`src/rtl/config_commit_controller.sv`:
```
// Host-write FIFO feeding the shadow config file, with an atomic bank swap
// issued on the first SampleReady after a complete transaction has drained.
module config_commit_controller #(
  parameter int DEPTH = 16
) (
  input  logic        i_Clock,
  input  logic        i_Reset,
  input  logic        i_WriteValid,
  output logic        o_WriteReady,
  input  logic [3:0]  i_WriteVoice,
  input  logic [2:0]  i_WriteOperator,
  input  logic [1:0]  i_WriteField,
  input  logic [15:0] i_WriteData,
  input  logic        i_WriteLast,
  input  logic        i_SampleReady,
  output logic        o_CfgWrEn,
  output logic [3:0]  o_CfgVoice,
  output logic [2:0]  o_CfgOperator,
  output logic [1:0]  o_CfgField,
  output logic [15:0] o_CfgData,
  output logic        o_BankSwap,
  output logic        o_Busy,
  output logic [7:0]  o_SwapCount
);

  localparam int AW = $clog2(DEPTH);
  localparam int CW = AW + 1;

  typedef enum logic [1:0] {
    ST_DRAIN = 2'd0,
    ST_WAIT  = 2'd1,
    ST_SWAP  = 2'd2
  } state_t;

  // Entry layout: {last, voice, operator, field, data}
  logic [25:0]   r_Mem [DEPTH];
  logic [AW-1:0] r_WrPtr;
  logic [AW-1:0] r_RdPtr;
  logic [CW-1:0] r_Count;
  state_t        r_State;

  logic          r_WriteReady;
  logic          r_CfgWrEn;
  logic [3:0]    r_CfgVoice;
  logic [2:0]    r_CfgOperator;
  logic [1:0]    r_CfgField;
  logic [15:0]   r_CfgData;
  logic          r_BankSwap;
  logic          r_Busy;
  logic [7:0]    r_SwapCount;

  state_t        w_NextState;
  logic          w_Push;
  logic          w_Pop;
  logic          w_SwapReq;
  logic [25:0]   w_Head;
  logic [CW-1:0] w_NextCount;

  assign w_Push = i_WriteValid && r_WriteReady;
  assign w_Head = r_Mem[r_RdPtr];

  // Next-state logic: pop only in DRAIN, swap request only in WAIT.
  always_comb begin
    w_NextState = r_State;
    w_Pop       = 1'b0;
    w_SwapReq   = 1'b0;
    case (r_State)
      ST_DRAIN: begin
        if (r_Count != {CW{1'b0}}) begin
          w_Pop = 1'b1;
          if (w_Head[25]) begin
            w_NextState = ST_WAIT;
          end else begin
            w_NextState = ST_DRAIN;
          end
        end else begin
          w_NextState = ST_DRAIN;
        end
      end
      ST_WAIT: begin
        if (i_SampleReady) begin
          w_SwapReq   = 1'b1;
          w_NextState = ST_SWAP;
        end else begin
          w_NextState = ST_WAIT;
        end
      end
      ST_SWAP: begin
        w_NextState = ST_DRAIN;
      end
      default: begin
        w_NextState = ST_DRAIN;
      end
    endcase
  end

  // Occupancy after this cycle's push/pop.
  always_comb begin
    w_NextCount = r_Count;
    case ({w_Push, w_Pop})
      2'b10:   w_NextCount = r_Count + CW'(1);
      2'b01:   w_NextCount = r_Count - CW'(1);
      default: w_NextCount = r_Count;
    endcase
  end

  // FIFO storage; contents are don't-care once the pointers are flushed.
  always_ff @(posedge i_Clock) begin
    if (w_Push) begin
      r_Mem[r_WrPtr] <= {i_WriteLast, i_WriteVoice, i_WriteOperator, i_WriteField, i_WriteData};
    end
  end

  // FIFO pointers, count and controller state.
  always_ff @(posedge i_Clock) begin
    if (i_Reset) begin
      r_WrPtr <= {AW{1'b0}};
      r_RdPtr <= {AW{1'b0}};
      r_Count <= {CW{1'b0}};
      r_State <= ST_DRAIN;
    end else begin
      if (w_Push) begin
        r_WrPtr <= r_WrPtr + AW'(1);
      end
      if (w_Pop) begin
        r_RdPtr <= r_RdPtr + AW'(1);
      end
      r_Count <= w_NextCount;
      r_State <= w_NextState;
    end
  end

  // Registered outputs; ready and busy look ahead so they match the new count/state.
  always_ff @(posedge i_Clock) begin
    if (i_Reset) begin
      r_WriteReady  <= 1'b1;
      r_CfgWrEn     <= 1'b0;
      r_CfgVoice    <= 4'd0;
      r_CfgOperator <= 3'd0;
      r_CfgField    <= 2'd0;
      r_CfgData     <= 16'd0;
      r_BankSwap    <= 1'b0;
      r_Busy        <= 1'b0;
      r_SwapCount   <= 8'd0;
    end else begin
      r_WriteReady <= (w_NextCount != CW'(DEPTH));
      r_CfgWrEn    <= w_Pop;
      if (w_Pop) begin
        r_CfgVoice    <= w_Head[24:21];
        r_CfgOperator <= w_Head[20:18];
        r_CfgField    <= w_Head[17:16];
        r_CfgData     <= w_Head[15:0];
      end
      r_BankSwap <= w_SwapReq;
      if (w_SwapReq) begin
        r_SwapCount <= r_SwapCount + 8'd1;
      end
      r_Busy <= (w_NextCount != {CW{1'b0}}) || (w_NextState != ST_DRAIN);
    end
  end

  assign o_WriteReady  = r_WriteReady;
  assign o_CfgWrEn     = r_CfgWrEn;
  assign o_CfgVoice    = r_CfgVoice;
  assign o_CfgOperator = r_CfgOperator;
  assign o_CfgField    = r_CfgField;
  assign o_CfgData     = r_CfgData;
  assign o_BankSwap    = r_BankSwap;
  assign o_Busy        = r_Busy;
  assign o_SwapCount   = r_SwapCount;

endmodule

```
`config.mk`:
```
export PLATFORM = sky130hd
export DESIGN_NAME = config_commit_controller
export DESIGN_NICKNAME = d
export VERILOG_FILES = /design/src/rtl/config_commit_controller.sv
export SDC_FILE = /design/constraint.sdc
export NUM_CORES = 1
export LEC_CHECK = 0
export ABC_AREA = 1
export CORE_MARGIN = 2
export CORE_UTILIZATION = 58
export DETAILED_ROUTE_END_ITERATION = 10
export GPL_TIMING_DRIVEN = 0
export PLACE_DENSITY_LB_ADDON = 0.12
export SLEW_MARGIN = 20
export SYNTH_ARGS = -nofsm -noshare
export SYNTH_HDL_FRONTEND = slang
export SYNTH_SLANG_ARGS = --single-unit
export TNS_END_PERCENT = 10
```
`constraint.sdc`:
```
create_clock -name i_Clock -period 2.8 [get_ports i_Clock]
set_input_delay 0.42 -clock i_Clock [delete_from_list [all_inputs] [get_ports i_Clock]]
set_output_delay 0.42 -clock i_Clock [all_outputs]
set_load 0.02 [all_outputs]
```
==> results by group <==
Detailed routing
  – Vias: 12978
  – 1st-iter DRT viols: between 2000 and 2500
  – WL final: ~52000 microns
  – Residual DRC: 0
  – Routed len/inst: roughly 25 microns
  – Post-route ant nets: 0
  – Drt pass-1 iters: 6
  – Via/cell ratio: about 6.2

Floorplan
  – I/O pin count: 67
  – Die height: 183 microns
  – Die Wd: 183 microns
  – Die area: around 33000 sq um
  – Initial Util: 0.588
  – Rows: 65
  – Core Box Area: ~31000 sq um

Global routing
  – Initial antenna violation count: 0
  – M2 GR Usage: 0.490
  – Gr usage total: 0.311
  – Met1 GRT Util: 0.431
  – Total global routing overflow: 0
  – Grt peak-use layer: met2
  – GR Layer Usage met3: 0.0573
  – Vias in the first global route: between 10000 and 15000
  – Largest net degree at the start of global routing: 19
  – First-pass GRT wire length: around 76000 microns

Timing
  – Count of pins over their slew limit: 0
  – RSZ-0062 raised after global routing: false
  – Worst-Margin Slew: between 1 and 1.5 ns
  – Final min period: around 2.6 ns
  – Hold WS: 0.401 ns
  – Max Clk Rate: approximately 390 MHz
  – Slew HR: 0.215
  – Skew final: between 0.015 and 0.02 ns
  – Finish-stage setup viols: 0
  – Final period utilization: 0.917
  – Final Hold Fails: 0

Finish
  – # diodes: 0
  – Area grow syn2layout: 16.6%
  – FF/Latch Area: 13600 sq um
  – Fill count: about 2200
  – Final-stage net count: about 1700
  – Area occupied by multi-input gates: between 4000 and 5000 sq um
  – Fin area: about 22000 sq um
  – Most frequent cells in the layout: edfxtp_1, nor2_1, o21ai_0, o22ai_1, clkbuf_1
  – Layout cell share with drive strength beyond 1: 0.0810
  – Commonest non-fill, non-tap cell in the layout: edfxtp_1

Pwr
  – Power Density: 941 nW/um^2
  – Maximum vdd drop: between 600 and 700 uV
  – Leak: roughly 7.4 nW

Critical path
  – RR Endpoint: o_CfgData[4]
  – Setup slack, reg-to-reg: about 0.23 ns
  – Required time worst endpoint: around 3.3 ns
  – Arr. time, crit path: about 3.1 ns
  – Crit. End Element: register
  – Kind of critical path: register to register
  – Reg2reg path depth: 9
  – CP Launch Type: register
  – CP max FO: 10
  – Setup crit end: o_CfgData[4]

Clock network
  – Root Buffer: clkbuf_16
  – Total CTS buffers: between 40 and 50
  – CTS tree: yes
  – Post-CTS Hold Buffers: 0
  – Post-cts gate resize count: 0
  – # clock sinks: 471
  – Setup Buffers After CTS: 0
  – Clock-pin slew on the worst setup and hold paths: 0.06 ns
  – CTS max path bufs: 3
  – Clock latency at the later pin of the worst-skew pair: roughly 0.56 ns
  – Max H-tree Level: 2

Job
  – Max Cap Violations: 0

Yosys
  – Cell count after synthesis: roughly 1500
  – Register area share after synthesis: 0.735
  – Mean post-synth cell area: around 12 sq um
  – Synth cell types: 29
  – Mapped cell area: 18500 sq um
  – Yosys warnings: 0
  – Syn nets: 1554
  – Yosys reg bits: 471

Placement
  – Post-DP HPWL: ~34000 microns
  – Routability congestion estimate: 0.865
  – Dpl cell area: about 20000 sq um
  – I/O Buffers: between 60 and 70

Min path
  – Worst hold-check path type: primary input to register

Outcome
  – Status: finished, final reports clean
[registers in the layout (all words and copies together), names as in the netlist, 2 cells and up, named ones only]
name / flops
r_Mem: 416
o_CfgData: 16
o_SwapCount: 8
r_Count: 5
o_CfgVoice: 4
r_RdPtr: 4
r_WrPtr: 4
o_CfgOperator: 3
o_CfgField: 2
r_State: 2
[worst min-delay path by stage]
| stage | from | end | depth (start not counted) |
|---|---|---|---|
| 2_1_floorplan | r_RdPtr[2] | register | 2 |
| 3_3_place_gp | o_SwapCount[7] | o_SwapCount[7] | 2 |
| 3_5_place_dp | o_SwapCount[7] | o_SwapCount[7] | 2 |
| 4_1_cts | i_Reset | o_CfgData[15] | 4 |
| 5_1_grt | i_Reset | o_CfgData[15] | 4 |
| 6_report | i_Reset | o_CfgData[15] | 4 |
[final cells by class]
class	count	area share
repair buffers	81	0.0489
plain buffers	95	0.0214
flip-flops and latches	471	0.630
multi-input cells	879	0.199
well taps	402	0.0233
clock inverters	18	0.00360
inverters	70	0.0122
clock buffers	66	0.0612
[power by group]
part	leakage (nW)	internal (mW)	switching, mW
registers	4.21	8.03	0.181
clock network	0.680	3.26	2.52
logic	2.49	1.89	4.41
[cells in the mapped netlist]
master / instances / area (sq um)
buf_4: 8 / 60.1
o211ai_1: 1 / 7.51
nor3_1: 5 / 25.0
a21oi_1: 24 / 120
xor2_1: 2 / 17.5
edfxtp_1: 416 / 12500
o21ai_1: 39 / 195
nand3b_1: 1 / 7.51
xnor2_1: 1 / 8.76
dfxtp_1: 55 / 1100
o21ai_0: 255 / 1280
nand2_1: 45 / 169
buf_1: 1 / 3.75
buf_6: 6 / 67.6
nor3b_1: 1 / 7.51
nor2_2: 2 / 12.5
nor2_1: 351 / 1320
nand3_1: 17 / 85.1
clkbuf_1: 57 / 214
ha_1: 8 / 100
nand4_1: 5 / 31.3
inv_1: 67 / 251
o22ai_1: 111 / 694
a31o_2: 1 / 8.76
inv_2: 3 / 11.3
o21a_1: 1 / 7.51
o32ai_1: 7 / 61.3
nand3_2: 2 / 20.0
buf_2: 24 / 120
[worst max-delay path, cell delays in order, from the launching register on]
cell      delay [ns]
dfxtp_1         0.32
buf_6           0.17
buf_6           0.17
clkbuf_1        0.64
o21ai_0         0.21
o22ai_1         0.29
o21ai_0         0.13
o22ai_1         0.39
o21ai_1         0.10
inv_1           0.07
[layer usage]
| metal | share of wire | vias to the layer above |
|---|---|---|
| met2 | 0.46 | 815 |
| met1 | 0.39 | 6290 |
| li1 | - | 5729 |
| met5 | 0 | - |
| met4 | 0.039 | 0 |
| met3 | 0.11 | 144 |
[logic make-up after synthesis]
logic type,synth area share
compound gates,0.128
flops,0.735
buf+inv,0.0394
simple gates,0.0906
xor+xnor,0.00142
fa+ha+maj,0.00541
[stage by stage]
stage	setup TNS, ns	utilization	power [mW]	setup slack, ns	cells
detailed placement	0	0.641	14.5	0.0834	1999
global placement	-568.03	0.624	14.3	-1.54	1983
floorplan	0	-	12.0	0.385	1516
CTS	0	0.685	20.2	0.216	2083
finish	0	0.685	20.3	0.234	2082
global route	0	0.685	21.1	0.107	2082
No activity file was read; power rests on OpenSTA's default activity.
